`src/rtl/retire_stage.sv`:
```
// Retire stage: commits up to three ROB entries per cycle (slot 2 oldest),
// updates the architectural map and free list, counts retired stores and
// instructions, and raises a one-cycle recovery pulse or a sticky halt.
//
// Ports:
//   clock, reset        - clock; synchronous active-low reset
//   retire_entry        - three packed ROB entries, slot 2 in the top bits;
//                         per-entry layout (msb..lsb): valid, PC, arch_reg,
//                         Tnew, Told, halt, is_store, precise_state_need,
//                         target_pc
//   map_wr_en/ar/pr     - per-slot architectural map writes
//   free_en/free_pr     - per-slot free-list returns (Told)
//   sq_retire_num       - stores committed this cycle
//   BPRecoverEN         - one-cycle flush pulse
//   recover_pc          - redirect target while BPRecoverEN is high
//   halt                - sticky halted flag
//   retired_count       - instructions committed since reset

`ifndef XLEN
`define XLEN 32
`endif
`ifndef PR
`define PR 6
`endif

module retire_stage (
    input  logic                       clock,
    input  logic                       reset,
    input  logic [3*(2*`XLEN+2*`PR+9)-1:0] retire_entry,
    output logic [2:0]                 map_wr_en,
    output logic [2:0][4:0]            map_wr_ar,
    output logic [2:0][`PR-1:0]        map_wr_pr,
    output logic [2:0]                 free_en,
    output logic [2:0][`PR-1:0]        free_pr,
    output logic [1:0]                 sq_retire_num,
    output logic                       BPRecoverEN,
    output logic [`XLEN-1:0]           recover_pc,
    output logic                       halt,
    output logic [63:0]                retired_count
);

    localparam int EW = 2*`XLEN + 2*`PR + 9;

    localparam logic [1:0] NORMAL  = 2'd0;
    localparam logic [1:0] RECOVER = 2'd1;
    localparam logic [1:0] HALTED  = 2'd2;

    logic [1:0] state;
    logic [1:0] state_nxt;

    // Unpacked entry fields
    logic [2:0]             v_f;
    logic [2:0]             halt_f;
    logic [2:0]             store_f;
    logic [2:0]             psn_f;
    logic [2:0][4:0]        ar_f;
    logic [2:0][`PR-1:0]    tnew_f;
    logic [2:0][`PR-1:0]    told_f;
    logic [2:0][`XLEN-1:0]  tpc_f;
    logic [2:0][`XLEN-1:0]  pc_f;

    always_comb begin
        for (int i = 0; i < 3; i++) begin
            tpc_f[i]   = retire_entry[i*EW +: `XLEN];
            psn_f[i]   = retire_entry[i*EW + `XLEN];
            store_f[i] = retire_entry[i*EW + `XLEN + 1];
            halt_f[i]  = retire_entry[i*EW + `XLEN + 2];
            told_f[i]  = retire_entry[i*EW + `XLEN + 3 +: `PR];
            tnew_f[i]  = retire_entry[i*EW + `XLEN + 3 + `PR +: `PR];
            ar_f[i]    = retire_entry[i*EW + `XLEN + 3 + 2*`PR +: 5];
            pc_f[i]    = retire_entry[i*EW + `XLEN + 8 + 2*`PR +: `XLEN];
            v_f[i]     = retire_entry[i*EW + EW - 1];
        end
    end

    // PC travels with the entry but nothing at commit needs it.
    logic unused_pc;
    assign unused_pc = ^pc_f;

    logic [2:0]            elig;
    logic [2:0]            stop;
    logic [2:0]            commit;
    logic [2:0]            rec_vec;
    logic                  halt_hit;
    logic                  recover_hit;
    logic [`XLEN-1:0]      rec_target;
    logic [2:0]            wr_en;
    logic [2:0][4:0]       wr_ar;
    logic [2:0][`PR-1:0]   wr_pr;
    logic [2:0][`PR-1:0]   fr_pr;
    logic [1:0]            n_commit;
    logic [1:0]            n_store;

    always_comb begin
        // Valid slots must be contiguous from the oldest slot down.
        elig = {v_f[2], v_f[2] & v_f[1], v_f[2] & v_f[1] & v_f[0]};
        stop = elig & (psn_f | halt_f);

        // A stopping slot commits itself but squashes everything younger.
        commit[2] = (state == NORMAL) & elig[2];
        commit[1] = (state == NORMAL) & elig[1] & ~stop[2];
        commit[0] = (state == NORMAL) & elig[0] & ~stop[2] & ~stop[1];

        halt_hit = |(commit & halt_f);
        // Only the last committed slot can carry a precise-state request,
        // and halt on the same slot overrides it.
        rec_vec     = commit & psn_f & ~halt_f;
        recover_hit = |rec_vec;

        rec_target = '0;
        wr_en      = '0;
        wr_ar      = '0;
        wr_pr      = '0;
        fr_pr      = '0;
        for (int i = 0; i < 3; i++) begin
            if (rec_vec[i])
                rec_target = tpc_f[i];
            wr_en[i] = commit[i] & (ar_f[i] != 5'd0);
            if (wr_en[i]) begin
                wr_ar[i] = ar_f[i];
                wr_pr[i] = tnew_f[i];
                fr_pr[i] = told_f[i];
            end
        end

        n_commit = {1'b0, commit[0]} + {1'b0, commit[1]}
                 + {1'b0, commit[2]};
        n_store  = {1'b0, commit[0] & store_f[0]}
                 + {1'b0, commit[1] & store_f[1]}
                 + {1'b0, commit[2] & store_f[2]};

        case (state)
            NORMAL: begin
                if (halt_hit)
                    state_nxt = HALTED;
                else if (recover_hit)
                    state_nxt = RECOVER;
                else
                    state_nxt = NORMAL;
            end
            RECOVER: state_nxt = NORMAL;
            HALTED:  state_nxt = HALTED;
            default: state_nxt = NORMAL;
        endcase
    end

    always_ff @(posedge clock) begin
        if (!reset) begin
            state         <= NORMAL;
            map_wr_en     <= '0;
            map_wr_ar     <= '0;
            map_wr_pr     <= '0;
            free_en       <= '0;
            free_pr       <= '0;
            sq_retire_num <= '0;
            BPRecoverEN   <= 1'b0;
            recover_pc    <= '0;
            halt          <= 1'b0;
            retired_count <= '0;
        end else begin
            state         <= state_nxt;
            map_wr_en     <= wr_en;
            map_wr_ar     <= wr_ar;
            map_wr_pr     <= wr_pr;
            free_en       <= wr_en;
            free_pr       <= fr_pr;
            sq_retire_num <= n_store;
            BPRecoverEN   <= (state == NORMAL) & recover_hit & ~halt_hit;
            recover_pc    <= rec_target;
            halt          <= (state_nxt == HALTED);
            retired_count <= retired_count + {62'd0, n_commit};
        end
    end

endmodule

```
`config.mk`:
```
export PLATFORM = sky130hd
export DESIGN_NAME = retire_stage
export DESIGN_NICKNAME = d
export VERILOG_FILES = /design/src/rtl/retire_stage.sv
export SDC_FILE = /design/constraint.sdc
export NUM_CORES = 1
export LEC_CHECK = 0
export ABC_CLOCK_PERIOD_IN_PS = 9200
export CORE_AREA = 2 2 159 161
export DETAILED_ROUTE_END_ITERATION = 8
export DIE_AREA = 0 0 161 163
export PLACE_DENSITY = 0.59
export SYNTH_ARGS = -nofsm -noshare
export SYNTH_HDL_FRONTEND = slang
export SYNTH_SLANG_ARGS = --single-unit
```
`constraint.sdc`:
```
create_clock -name clock -period 9.2 [get_ports clock]
set_input_delay 1.84 -clock clock [delete_from_list [all_inputs] [get_ports clock]]
set_output_delay 1.84 -clock clock [all_outputs]
set_load 0.05 [all_outputs]
```
; ---- Yosys cells after proc, flatten, opt, wreduce, memory -nomap -nowiden
; Cells that the tools add are included.
; W data, S select, Z words.
[totals]
wordCells = 63
reg_bits = 156
out_inout_bits = 157
input_bits = 257
[classes]
n_bitwise = 25
n_reduce_logical = 9
n_eq_ne = 2
muxes = 6
add_sub_neg = 5
[op_table]
columns = operator, n
row1 = $mux W32, 3
row2 = $add A64 B2 Y64, 1
row3 = $and A1 B1 Y1, 16
row4 = $reduce_bool A5 Y1, 3
row5 = $and A3 B3 Y3, 4
row6 = $reduce_and A2 Y1, 3
row7 = $reduce_or A3 Y1, 2
row8 = $add A1 B1 Y2, 2
row9 = $add A2 B1 Y2, 2
row10 = $eq A2 B2 Y1 const B, 2
row11 = $pmux W2 S2, 1
row12 = $not A1 Y1, 3
row13 = $not A3 Y3, 1
row14 = $or A3 B3 Y3, 1
row15 = $logic_not A2 Y1, 1
row16 = $mux W2, 1
row17 = $mux W1, 1

; ---- Depth between registers and ports, before layout
; Gate-level depths: netlist of run 1.
[logic_depth]
depth_word = 13
ltp_mapped = 17
mapped_depth_nobuf = 14

; ---- Worst setup path before layout of run 1
; OpenSTA, ideal clock, no wires.
[synth_path]
path_type = input-to-reg
from = in retire_entry[202]
to = reg retired_count[62]
stages = 16
required_time_ps = 9129
arrival_time_ps = 4964
path_buffers = 3
slack_ps = 4165
cell_sequence = or3b_1 nor3_1 and2_1 inv_1 fa_1 inv_1 ha_1 fa_1 and4_1 buf_2 and4b_1 buf_4 nand4_4 buf_6 or3_1 a21oi_1
[synth_between]
elab_chain_cells = 8
[synth_lines]
columns = item, line_no
row1 = from (decl), 29  ; input logic [3*(2*`XLEN+2*`PR+9)-1:0] retire_entry,
row2 = $or A3 B3 Y3 (*), 97  ; stop = elig & (psn_f | halt_f);
row3 = $and A3 B3 Y3 (*), 97
row4 = $not A1 Y1 (*), "101, 102"
row5 = $and A1 B1 Y1 (2 in a row), 102  ; commit[0] = (state == NORMAL) & elig[0] & ~stop[2] & ~stop[1];
row6 = $add A1 B1 Y2 (*), 126  ; n_commit = {1'b0, commit[0]} + {1'b0, commit[1]}
row7 = $add A2 B1 Y2 (*), 127  ; + {1'b0, commit[2]};
row8 = $add A64 B2 Y64 (*), 171  ; retired_count <= retired_count + {62'd0, n_commit};
row9 = to (signal assigned), 171
row10 = to (decl), 39  ; output logic [63:0] retired_count
; Mark *: on every way between the ends. The rest lies on a longest branch, timed or not.
; A chain may end at the register's enable or synchronous reset.

; ---- Worst setup path in the final report of run 1
[layout_path]
from = in retire_entry[254]
to = reg retired_count[62]
[layout_between]
elab_chain_cells = 8
[layout_lines]
columns = item, line_no
row1 = $and A1 B1 Y1 (2 in a row), 96  ; elig = {v_f[2], v_f[2] & v_f[1], v_f[2] & v_f[1] & v_f[0]};
row2 = $and A1 B1 Y1 (3 in a row), 102
row3 = $add A1 B1 Y2, 126
row4 = $add A2 B1 Y2 (*), 127
row5 = $add A64 B2 Y64 (*), 171
; Marked as above.

==> summary.md, run 1 <==
| Metric | Value |
|---|---|
| Outcome | `complete, no violations` |
| Root buf cell | `clkbuf_16` |
| WL met1 | `about 9200 um` |
| Initial antenna violation count | `15` |
| Skew final | `0.00948 ns` |
| Startpoint types | `primary input` |
| Number of buffers created by CTS | `17` |
| Clock Sinks | `around 160` |
| Xor and xnor fraction of the mapped netlist area | `0.0466` |
| Chip height | `163 um` |
| Critical path endpoint category | `register` |
| Hold crit path type | `reg2reg` |
| Max-Cap Viols | `0` |
| Vias in the first global route | `5573` |
| P&R area growth vs syn | `64.7%` |
| Syn_area_per_cell | `~9.5 um^2` |
| Buf+Inv Stages, Crit Path | `4` |
| Post-synth top area cell | `dfxtp_1` |
| Number of buffers added for setup after CTS | `0` |
| Drt drc | `0` |
| Cells after Synth | `650` |
| LEAKAGE | `3.79 nW` |
| CP max stage cell | `and4b_1` |
| Final #Nets | `1214` |
| Yosys warning count | `0` |
| GRT overflow | `0` |
| Yosys reg bits | `around 160` |
| F_max | `163 MHz` |
| Synth Area in Compound Gates | `0.116` |
| Fin worst setup slack | `between 3 and 4 ns` |
| Worst slack, placed | `between 2 and 3 ns` |
| Clock period minus worst slack | `6.12 ns` |
| Syn nets | `around 900` |
| First-pass GRT wire length | `between 30000 and 40000 um` |
| Detailed Route Iter0 Violations | `330` |
| H-tree Lvls | `4` |
| Top sig layer | `met5` |
| Setup violations, final | `0` |
| GPL Wtd Cong | `between 0.7 and 0.8` |
| Synth Flop Type | `dfxtp_1` |
| Setup TNS | `0 ns` |
| Post-synthesis sequential area ratio | `0.504` |
| WL/cell | `~17 um` |
| Yosys cell types | `between 40 and 50` |
| Synth Area in Simple Gates | `0.270` |
| Fin. Hold Viols | `0` |
| Mux cell area share after synthesis | `0` |
| I/O pin count | `about 410` |
| Most frequent cells in the layout | `clkdlybuf4s50_1 (316), dfxtp_1 (156), and2_1 (76)` |
| Worst-Skew Late Latency | `~0.43 ns` |
| Routed length on met3 | `about 3100 um` |
| Final Max Tran Viols | `0` |
| Routed met2 length | `between 9000 and 10000 um` |
| Initial Util | `0.251` |
| Hpwl dp | `about 17000 um` |
| Adder-Cell Fraction of Synth Area | `0.0137` |
| CTS Buffer Depth | `2` |
| Post-CTS Resized | `0` |
| Unrepaired setup endpoints after global routing | `no` |
| Worst rel slew slack | `0.374` |
| Core area | `between 20000 and 25000 um^2` |
| CTS tree | `done` |
| Total Wirelength | `22200 um` |
| CP required | `about 9.6 ns` |
| Crit path max-delay family | `simple AND/OR/NAND/NOR gates` |
| FP Rows | `58` |
| Commonest non-fill, non-tap cell in the layout | `clkdlybuf4s50_1` |
| Synth Cell Area | `around 6200 um^2` |
| Share of the synthesized area in the top cell type | `0.504` |
| IO buf count | `roughly 320` |
| Via count | `between 5000 and 6000` |
| Max Fanout on Critical Path | `15` |
| CP Cell Sequence | `clkdlybuf4s50_1, nor3b_4, inv_2, nor3_1, and2_1, inv_1, fa_1, inv_1, ha_1, fa_1, and4_1, and4b_1, nand4_4, or3_1, a21oi_1` |
| Peak supply drop | `~0.00009 V` |
| All-Layer GR Usage | `0.169` |
| Pwr/cell area | `between 150 and 200 nW/um^2` |
| Post-DRT Antenna Nets | `0` |
| Area contributors post-synth | `dfxtp_1 (50%), and2_1 (7.7%), o21ai_0 (3.2%)` |
| Post-DR vias/cell | `around 4.5` |
| Die width | `161 um` |
| Worst setup path category | `in2reg` |
| Pin count of the biggest net entering global routing | `just under 60` |
| Hold_buf cts | `0` |
| Clk pin slew, worst setup/hold paths | `about 0.070 ns` |
| CP max stage delay | `0.60 ns` |
| CP arrival | `6.47 ns` |
| Worst-Margin Slew | `~0.94 ns` |
| Main combinational cell family by area after synthesis | `simple AND/OR/NAND/NOR gates` |
| Layout cells sized above 1 | `0.0560` |
| Post-synth EDFFs | `0` |
| Pre-antenna DRT Iters | `6` |
| Part of the cycle the worst path needs | `0.665` |
| Async set-reset flop share out of synthesis | `0` |
| Die area | `approximately 26000 um^2` |
-- worst register-to-register path, cell delays in order (launching register included) --
cell	delay, ns
dfxtp_1	0.33
nor3b_4	0.34
inv_2	0.17
nor3_1	0.43
and2_1	0.28
inv_1	0.08
fa_1	0.44
inv_1	0.07
ha_1	0.18
fa_1	0.24
and4_1	0.46
and4b_1	0.61
nand4_4	0.33
or3_1	0.43
a21oi_1	0.14
-- power breakdown --
part / switching (W) / leakage, nW / internal (W)
logic: 0.0000763 / 2.26 / 0.0000885
clock network: 0.000329 / 0.277 / 0.000361
registers: 0.00000386 / 1.26 / 0.000685
total: 0.000409 / 3.79 / 0.00113
-- worst paths after layout --
kind              depth (start not counted)  slack [ns]           endpoint         startpoint
setup / recovery                         15        3.08  retired_count[62]  retire_entry[254]
hold / removal                            2        0.50  retired_count[63]  retired_count[63]
setup reg to reg                         14        4.61  retired_count[62]           state[1]
hold reg to reg                           2        0.50  retired_count[63]  retired_count[63]
-- Yosys cell counts, types with 2 or more instances --
cell type,instances
nor4_1,3
nor3b_4,2
clkbuf_1,19
nor4_4,2
buf_2,9
buf_4,6
or4_1,5
ha_1,2
buf_6,3
fa_1,3
nor2b_1,2
and3_1,17
xnor2_1,11
nand4_4,2
and4_1,6
nand2_1,38
dfxtp_1,156
nand4_2,3
or3_1,25
and2_1,76
o21a_1,2
nand3_1,16
o31ai_1,4
inv_1,28
nand4_1,25
a21oi_1,29
a22oi_1,16
nor3_1,5
a222oi_1,16
o21ai_0,40
nor2_1,41
nor3_2,2
xor2_1,22
-- metrics by stage --
step	hold slack [ns]	cells	utilization	total power, W	instance area [um^2]
finish	0.496	1303	0.414	0.00154	10200
global route	0.521	1295	0.413	0.00161	10200
CTS	0.496	1295	0.413	0.00157	10200
detailed placement	0.479	1263	0.390	0.000870	9610
global placement	0.473	1263	0.390	0.000869	9610
floorplan	0.525	650	-	0.000770	6200
-- metal layers --
metal / GRT usage / up-vias
met3: 0.113 / 26
met1: 0.199 / 2667
met4: 0.0475 / 12
met5: 0 / -
met2: 0.251 / 211
li1: - / 2891
-- flip-flops by register name, summed over array words and instances (netlist names) --
register and count:
recover_pc 32, sq_retire_num 2, map_wr_pr 18, halt 1, retired_count 64, free_en 3, free_pr 18, BPRecoverEN 1
state 2, map_wr_ar 15
-- area by class of cell --
type                    instances  area, um^2
fillers                      2450       14500
repair buffers                321        3200
flip-flops and latches        156        3120
multi-input cells             427        2770
clock buffers                  17         425
well taps                     330         413
clock inverters                15         154
inverters                      29         109
diodes                          8        20.0
-- cells by family after synthesis --
logic type / Yosys count
DFF: 156
and+or+nand+nor: 276
xor gates and xnor gates: 33
adders and majority gates: 5
AOI/OAI and AO/OA: 113
buffers and inverters: 67
No activity file was read; power rests on OpenSTA's default activity.
==> run 2: changes to the inputs <==
- ABC_CLOCK_PERIOD_IN_PS: 9200 -> 6300
- CORE_AREA: 2 2 159 161 -> 2 2 160 162
- DIE_AREA: 0 0 161 163 -> 0 0 162 164
- clock period: 9.2 -> 6.3 ns (I/O delays scaled with it)
==> summary.md, run 2 (synthesis results as in run 1) <==
| Metric | Value |
|---|---|
| CP arrival | `around 5.4 ns` |
| Hold crit path type | `reg2reg` |
| Pin count of the biggest net entering global routing | `57` |
| H-tree Lvls | `4` |
| Pwr/cell area | `between 200 and 250 nW/um^2` |
| Reg power frac | `0.445` |
| GPL Wtd Cong | `a little under 0.8` |
| Fillers | `approximately 2500` |
| Number of buffers created by CTS | `17` |
| Peak supply drop | `~0.00014 V` |
| Cell Int Power | `approximately 0.0017 W` |
| Switch Pwr | `a little under 0.0006 W` |
| CP required | `between 6 and 7 ns` |
| Outcome | `complete, no violations` |
| CP endpoint | `retired_count[62]` |
| Clock Sinks | `approximately 160` |
| Fin. Hold Viols | `0` |
| Critical path endpoint category | `register` |
| Worst-Margin Slew | `just over 0.9 ns` |
| Worst R2R Start | `state[1]` |
| Top reg by flops | `retired_count` |
| Post-DR vias/cell | `approximately 4.5` |
| Clk pin slew, worst setup/hold paths | `roughly 0.060 ns` |
| Max-Cap Viols | `0` |
| Placed insts | `~1300` |
| Commonest non-fill, non-tap cell in the layout | `clkdlybuf4s50_1` |
| Hold_buf cts | `0` |
| Most frequent cells in the layout | `clkdlybuf4s50_1 (316), dfxtp_1 (156), and2_1 (76)` |
| Setup TNS | `0 ns` |
| Drt drc | `0` |
| Worst setup path category | `in2reg` |
| CP Launch Point | `retire_entry[254]` |
| Post-CTS Resized | `0` |
| WL/cell | `16.9 um` |
| Worst r2r path cells | `15` |
| Max Fanout on Critical Path | `15` |
| Vias in the first global route | `roughly 5600` |
| All-Layer GR Usage | `0.163` |
| Final #Nets | `between 1000 and 1500` |
| Met2 GRT Util | `0.250` |
| LEAKAGE | `between 3 and 4 nW` |
| CTS tree | `done` |
| P&R area growth vs syn | `64.8%` |
| Total Wirelength | `22100 um` |
| Hold wc startpoint | `retired_count[63]` |
| Fin cells | `between 1000 and 1500` |
| Chip height | `approximately 160 um` |
| F_max | `between 150 and 200 MHz` |
| Part of the cycle the worst path needs | `0.809` |
| FP Rows | `58` |
| Unrepaired setup endpoints after global routing | `no` |
| CTS Buffer Depth | `2` |
| DP Area | `around 9600 um^2` |
| Post-route cell area | `just over 10000 um^2` |
| Setup violations, final | `0` |
| Combinational power share | `0.107` |
| Post-DRT Antenna Nets | `0` |
| Met1 Use GR | `0.201` |
| Hpwl dp | `between 15000 and 20000 um` |
| Worst-Skew Late Latency | `0.42 ns` |
| Layout cells sized above 1 | `0.0588` |
| GRT met3 Usage | `0.0841` |
| Initial antenna violation count | `9` |
| I/O pin count | `414` |
| Number of flip-flops in the largest register | `64` |
| Final Max Tran Viols | `0` |
| Number of buffers added for setup after CTS | `0` |
| Die area | `26600 um^2` |
| Clock period minus worst slack | `between 5 and 6 ns` |
| Die width | `between 150 and 200 um` |
| Pre-antenna DRT Iters | `6` |
| Worst rel slew slack | `0.395` |
| Core area | `24800 um^2` |
| R2r endpoint | `retired_count[62]` |
| Detailed Route Iter0 Violations | `around 330` |
| Sw Ratio | `0.257` |
| Root buf cell | `clkbuf_16` |
| Fin util | `0.412` |
| Clock power share | `0.449` |
| Startpoint types | `primary input` |
| Flop-to-flop setup slack | `around 2.2 ns` |
| Initial Util | `0.250` |
| First-pass GRT wire length | `about 33000 um` |
| GRT overflow | `0` |
| GRT busiest layer | `met2` |
| Skew final | `0.0139 ns` |
| IO buf count | `approximately 320` |
| Via count | `5864` |
| Biggest regs | `retired_count (64), recover_pc (32)` |
[run 2: cell types whose count changed in the layout (fill, tap and decap cells not counted), moves of 2 or more]
cell	change
inv_6	-2
buf_4	+4
diode_2	-2
clkinvlp_4	+3
clkinv_8	-3
[run 2: worst min path at each step]
stage,to,slack (ns),cells past startpoint
floorplan,halt,0.53,2
global placement,retired_count[63],0.47,2
detailed placement,retired_count[63],0.48,2
CTS,retired_count[63],0.49,2
global route,retired_count[63],0.50,2
finish,retired_count[63],0.49,2
[run 2: power groups by stage]
stage	sequential [W]	combinational (W)	clock, W
after global routing	0.00101	0.000257	0.00108
final	0.00101	0.000241	0.00101
after global placement	0.00103	0.000242	0
after floorplan	0.00108	0.0000465	0
after detailed placement	0.00103	0.000243	0
after CTS	0.00101	0.000244	0.00104
[run 2: metal layers]
layer  wire [um]  part of all wire
met1        9580              0.43
met2        9720              0.44
met3        2550              0.12
met4         214            0.0097
met5          41            0.0019
[run 2: stage by stage]
stage | power (W) | setup WS, ns | hold WS [ns]
6_report | 0.00226 | 1.20 | 0.489
5_1_grt | 0.00235 | 0.896 | 0.498
4_1_cts | 0.00230 | 1.20 | 0.491
3_5_place_dp | 0.00127 | 0.768 | 0.480
2_1_floorplan | 0.00112 | 1.84 | 0.525
3_3_place_gp | 0.00127 | 0.813 | 0.470
[run 2: cell type report]
class                           count  area, um^2  area share
Clock buffer                       18         429      0.0420
Sequential cell                   156        3120       0.306
Tap cell                          330         413      0.0404
Clock inverter                     14         134      0.0131
Inverter                           29         109      0.0107
Antenna cell                        6        15.0     0.00147
Timing Repair Buffer              325        3230       0.316
Multi-Input combinational cell    427        2770       0.271
[run 2: worst max-delay path: stages]
cell	delay, ns
clkdlybuf4s50_1	0.46
nor3b_4	0.32
inv_2	0.16
nor3_1	0.21
buf_4	0.16
and2_1	0.19
inv_1	0.08
fa_1	0.45
inv_1	0.07
ha_1	0.19
fa_1	0.24
and4_1	0.45
and4b_1	0.38
nand4_4	0.25
or3_1	0.42
a21oi_1	0.15
==> RTL edit 1: new RTL, config.mk and constraints of run 2 <==
Make the reset (`reset`) asynchronous in one clocked block. Comments in the files are not updated.
--- a/src/rtl/retire_stage.sv
+++ b/src/rtl/retire_stage.sv
@@ -144,7 +144,7 @@
         endcase
     end
 
-    always_ff @(posedge clock) begin
+    always_ff @(posedge clock or negedge reset) begin
         if (!reset) begin
             state         <= NORMAL;
             map_wr_en     <= '0;
Function: differs if reset is asserted again (counterexample within 4 cycles, from zero or initial values and one cycle with reset low); with reset held inactive, the same outputs for 10 cycles.
==> RTL edit 1 against run 2 <==
  * Sequential cell count stayed put
  * Non-clock buffer count grew 1
  * Power decreased by 0.83%
  * Routed wire length decreased by 5.6%
  * Final area grew 3.2%
  * Setup slack lost 0.21 ns
  * Area after synthesis increased by 3.6%
==> RTL edit 1: results (changes against run 2) <==
- Largest net degree at the start of global routing: 72 (+26%)
- Outcome: finished clean
- Post-CTS Setup Repair Bufs: 0 (unchanged)
- Met3 Use GR: 5.83% (-2.6 points)
- Worst Hold End: halt
- Final WL: 20.9 mm (-5.6%)
- CP peak stage delay: 0.57 ns (+0.11 ns)
- Tightest Pin Transition: 0.931 ns (+0.0247 ns)
- FF-to-FF setup slack: 2.21 ns (+0.05 ns)
- Number of global-route vias before repair: 5589 (-0.55%)
- Final #Nets: 1144 (-6.1%)
- Clock root cell: clkbuf_16
- First-pass GRT wire length: 31.9 mm (-2.8%)
- GRT Util Overall: 15.8% (-0.51 points)
- Worst vdd ir: 129 µV (-5.9%)
- Initial DRC Count: 213 (-35%)
- R2r endpoint: retired_count[60]
- Most frequent cells after synthesis: 156 x dfrtp_1, 76 x nand2_1, 45 x and2_1
- Post-synth ARST share: 100% (+100 points)
- GP Congestion: 0.789 (+0.52%)
- Critical path peak fanout: 7 (-8)
- Ys flop type: dfrtp_1
- Hold Startpoint: state[0]
- Count of cell types in the netlist: 45 (-4.3%)
- DR pass1 iterations: 4 (-2)
- HPWL after detailed placement: 16.0 mm (-3.8%)
- Sequential element share of the synthesized area: 60.8% (+10 points)
- Dominant cells by area after synthesis: dfrtp_1 61%, xnor2_1 4.8%, nand2_1 4.4%
- Vias per cell: 4.37 (-2.8%)
- GR Util met1: 18.3% (-1.8 points)
- Slowest CP cell: nor3b_1
- Skew final: 0.0137 ns (-0.000275 ns)
- Layout cells sized above 1: 5.81% (-0.072 points)
- Min-Delay Path Depth: 1 (-1)
- Ant diodes: 0 (-6)
- Met2 GRT Util: 27.9% (+2.9 points)
- Pre-CTS WS: 0.505 ns (-0.263 ns)
- FF-to-FF Start: state[1]
- Worst EP arrival: 5.60 ns (+0.16 ns)
- Cell leakage power: 4.69 nW (+23%)
-- RTL edit 1: worst max-delay path by stage --
stage / start / to / slack (ns) / cells after the start
after floorplan: retire_entry[202] / retired_count[60] / 1.75 / 14
after global placement: retire_entry[204] / retired_count[60] / 0.50 / 15
after detailed placement: retire_entry[204] / retired_count[60] / 0.50 / 15
after CTS: retire_entry[204] / retired_count[60] / 0.93 / 15
after global routing: retire_entry[204] / retired_count[60] / 0.64 / 15
final: retire_entry[204] / retired_count[60] / 0.99 / 15
-- RTL edit 1: metal layers --
metal / up-vias / share of wire, %
li1: 2550 / -
met1: 2587 / 39
met2: 202 / 52
met3: 9 / 8.1
met4: 0 / 0.77
met5: - / 0
-- RTL edit 1: cell families after synthesis --
kind of cell | share of synthesized area (%)
flops | 60.8
fa+ha+maj | 1.32
compound gates | 6.13
xor+xnor | 8.45
buf+inv | 2.04
simple gates | 21.3
-- RTL edit 1: final cells by class --
type                       instances  area, µm²
timing repair buffer             326       3240
clock buffer                      22        464
inverter                          10       37.5
clock inverter                    10       91.3
sequential                       156       3900
fill                            2418      14300
multi-input combinational        371       2400
tap                              330        413
-- RTL edit 1: per-stage QoR --
stage	utilization [%]	instances	hold WS, ns	cell area (µm²)
6_report	42.5	1225	0.476	10600
5_1_grt	42.5	1225	0.495	10600
4_1_cts	42.5	1225	0.479	10600
3_5_place_dp	40.3	1193	0.470	10000
3_3_place_gp	40.3	1193	0.461	10000
2_1_floorplan	-	558	0.427	6420
-- RTL edit 1: power by group --
| part | switching [mW] | total [mW] | leakage (nW) | internal [mW] |
|---|---|---|---|---|
| clock | 0.414 | 0.979 | 0.270 | 0.565 |
| combinational | 0.109 | 0.233 | 2.27 | 0.124 |
| sequential | 0.0166 | 1.03 | 2.15 | 1.02 |
| total | 0.539 | 2.24 | 4.69 | 1.70 |
==> RTL edit 2: new RTL, settings of run 2 <==
Made on the original files. Set the macro `PR` to 5 (it was 6).
--- a/src/rtl/retire_stage.sv
+++ b/src/rtl/retire_stage.sv
@@ -20,7 +20,7 @@
 `define XLEN 32
 `endif
 `ifndef PR
-`define PR 6
+`define PR 5
 `endif
 
 module retire_stage (
Interface: changed (resized free_pr, map_wr_pr and retire_entry); port bits go from 414 to 402. No check against the original RTL was run, so the function may have changed too.
==> RTL edit 2 against run 2 <==
  * Area after synthesis decreased by 3.3%
  * Final area decreased by 2.6%
  * Highest routed layer unchanged
  * Largest cell class unchanged
  * Sequential cell count decreased by 6
  * Routed wire length decreased by 3.9%
  * Maximum frequency increased by 6.5%
  * Setup slack improved by 0.31 ns
  * First-iteration DRC count decreased by 23%
  * Cell count decreased by 2.0%
  * Power decreased by 1.3%
==> RTL edit 2: results (changes against run 2) <==
- Initial DRC Count: 251 (-23%)
- Slowest CP cell: or4_1
- GRT Util Overall: 15.8% (-0.49 points)
- Worst EP arrival: 5.14 ns (-0.30 ns)
- Cell leakage power: 3.56 nW (-6.3%)
- Syn Nets: 893 (-2.1%)
- Pre-CTS WS: 1.06 ns (+0.288 ns)
- Critical path peak fanout: 16 (+1)
- Sequential element share of the synthesized area: 50.1% (-0.28 points)
- Routed len/inst: 16.6 µm (-2.0%)
- WL met3: 2.06 mm (-19%)
- Vias per cell: 4.43 (-1.5%)
- Worst vdd ir: 154 µV (+13%)
- Metal2 WL: 9.63 mm (-0.94%)
- Tightest Pin Transition: 1.20 ns (+0.289 ns)
- Count of cell types in the netlist: 49 (+4.3%)
- PnR worst setup slack: 1.51 ns (+0.309 ns)
- Setup violations, final: 0 (unchanged)
- Final #Nets: 1188 (-2.5%)
- Layout cells sized above 1: 5.50% (-0.38 points)
- Number of global-route vias before repair: 5523 (-1.7%)
- Max layer used: met5
- Mean Syn Cell Area: 9.41 µm² (-1.3%)
- Skew final: 0.0173 ns (+0.00333 ns)
- Mux contribution to synthesized area: 0% (unchanged)
- CP peak stage delay: 0.58 ns (+0.12 ns)
- M1 wire length: 9.38 mm (-2.1%)
- Post-Synth XOR/XNOR Area: 5.70% (+1.0 points)
- Fin Hold WS: 0.482 ns (-0.00741 ns)
- HPWL after detailed placement: 16.0 mm (-3.7%)
- Most frequent cells after synthesis: 150 x dfxtp_1, 65 x and2_1, 56 x nand2_1
- Clock power share: 46.3% (+1.4 points)
- FF-to-FF setup slack: 2.57 ns (+0.41 ns)
- Sw power: 581 µW (about the same)
- Final WL: 21.2 mm (-3.9%)
- Ys Warns: 0 (unchanged)
- Met3 Use GR: 7.10% (-1.3 points)
- Total Power: 2.23 mW (-1.3%)
- Dominant cells by area after synthesis: dfxtp_1 50%, and2_1 6.8%, xor2_1 4.8%
- Outcome: finished clean
- Largest net degree at the start of global routing: 81 (+42%)
- GP Congestion: 0.730 (-7.0%)
- Buffers on Ports: 305 (-3.8%)
- Synth Area in Compound Gates: 11.7% (+0.085 points)
- GR Util met1: 19.3% (-0.78 points)
- Initial antenna violation count: 5 (-4)
- H-tree depth: 4 (unchanged)
- Comb pwr share: 10.4% (-0.3 points)
- DR pass1 iterations: 4 (-2)
- Placed inst area: 9350 µm² (-3.0%)
- Met2 GRT Util: 25.5% (+0.52 points)
- First-pass GRT wire length: 32.2 mm (-1.8%)
- Post-synthesis adder-cell area fraction: 1.42% (+0.047 points)
## RTL edit 2: cell count changes in the layout (fill, tap and decap cells not counted), moves of 12 or more
cell and change:
inv_1 -17, o21ai_0 -30, a21oi_1 +12, nand2_1 +18, a221o_1 +16, or3_1 -16, a22oi_1 -16, a22o_1 +16
a222oi_1 -16
## RTL edit 2: layout make-up
type                    instances  area (µm²)
multi-input cells             441        2800
inverters                      11        41.3
repair buffers                311        3100
flip-flops and latches        150        3000
diodes                          4        10.0
fillers                      2494       14900
clock buffers                  18         429
clock inverters                14         158
well taps                     330         413
## RTL edit 2: path summary, 6_finish.rpt
kind                           from                 to  cells after the start
setup / recovery  retire_entry[200]  retired_count[54]                     15
hold / removal    retired_count[63]  retired_count[63]                      2
setup reg to reg           state[0]  retired_count[54]                     15
hold reg to reg   retired_count[63]  retired_count[63]                      2
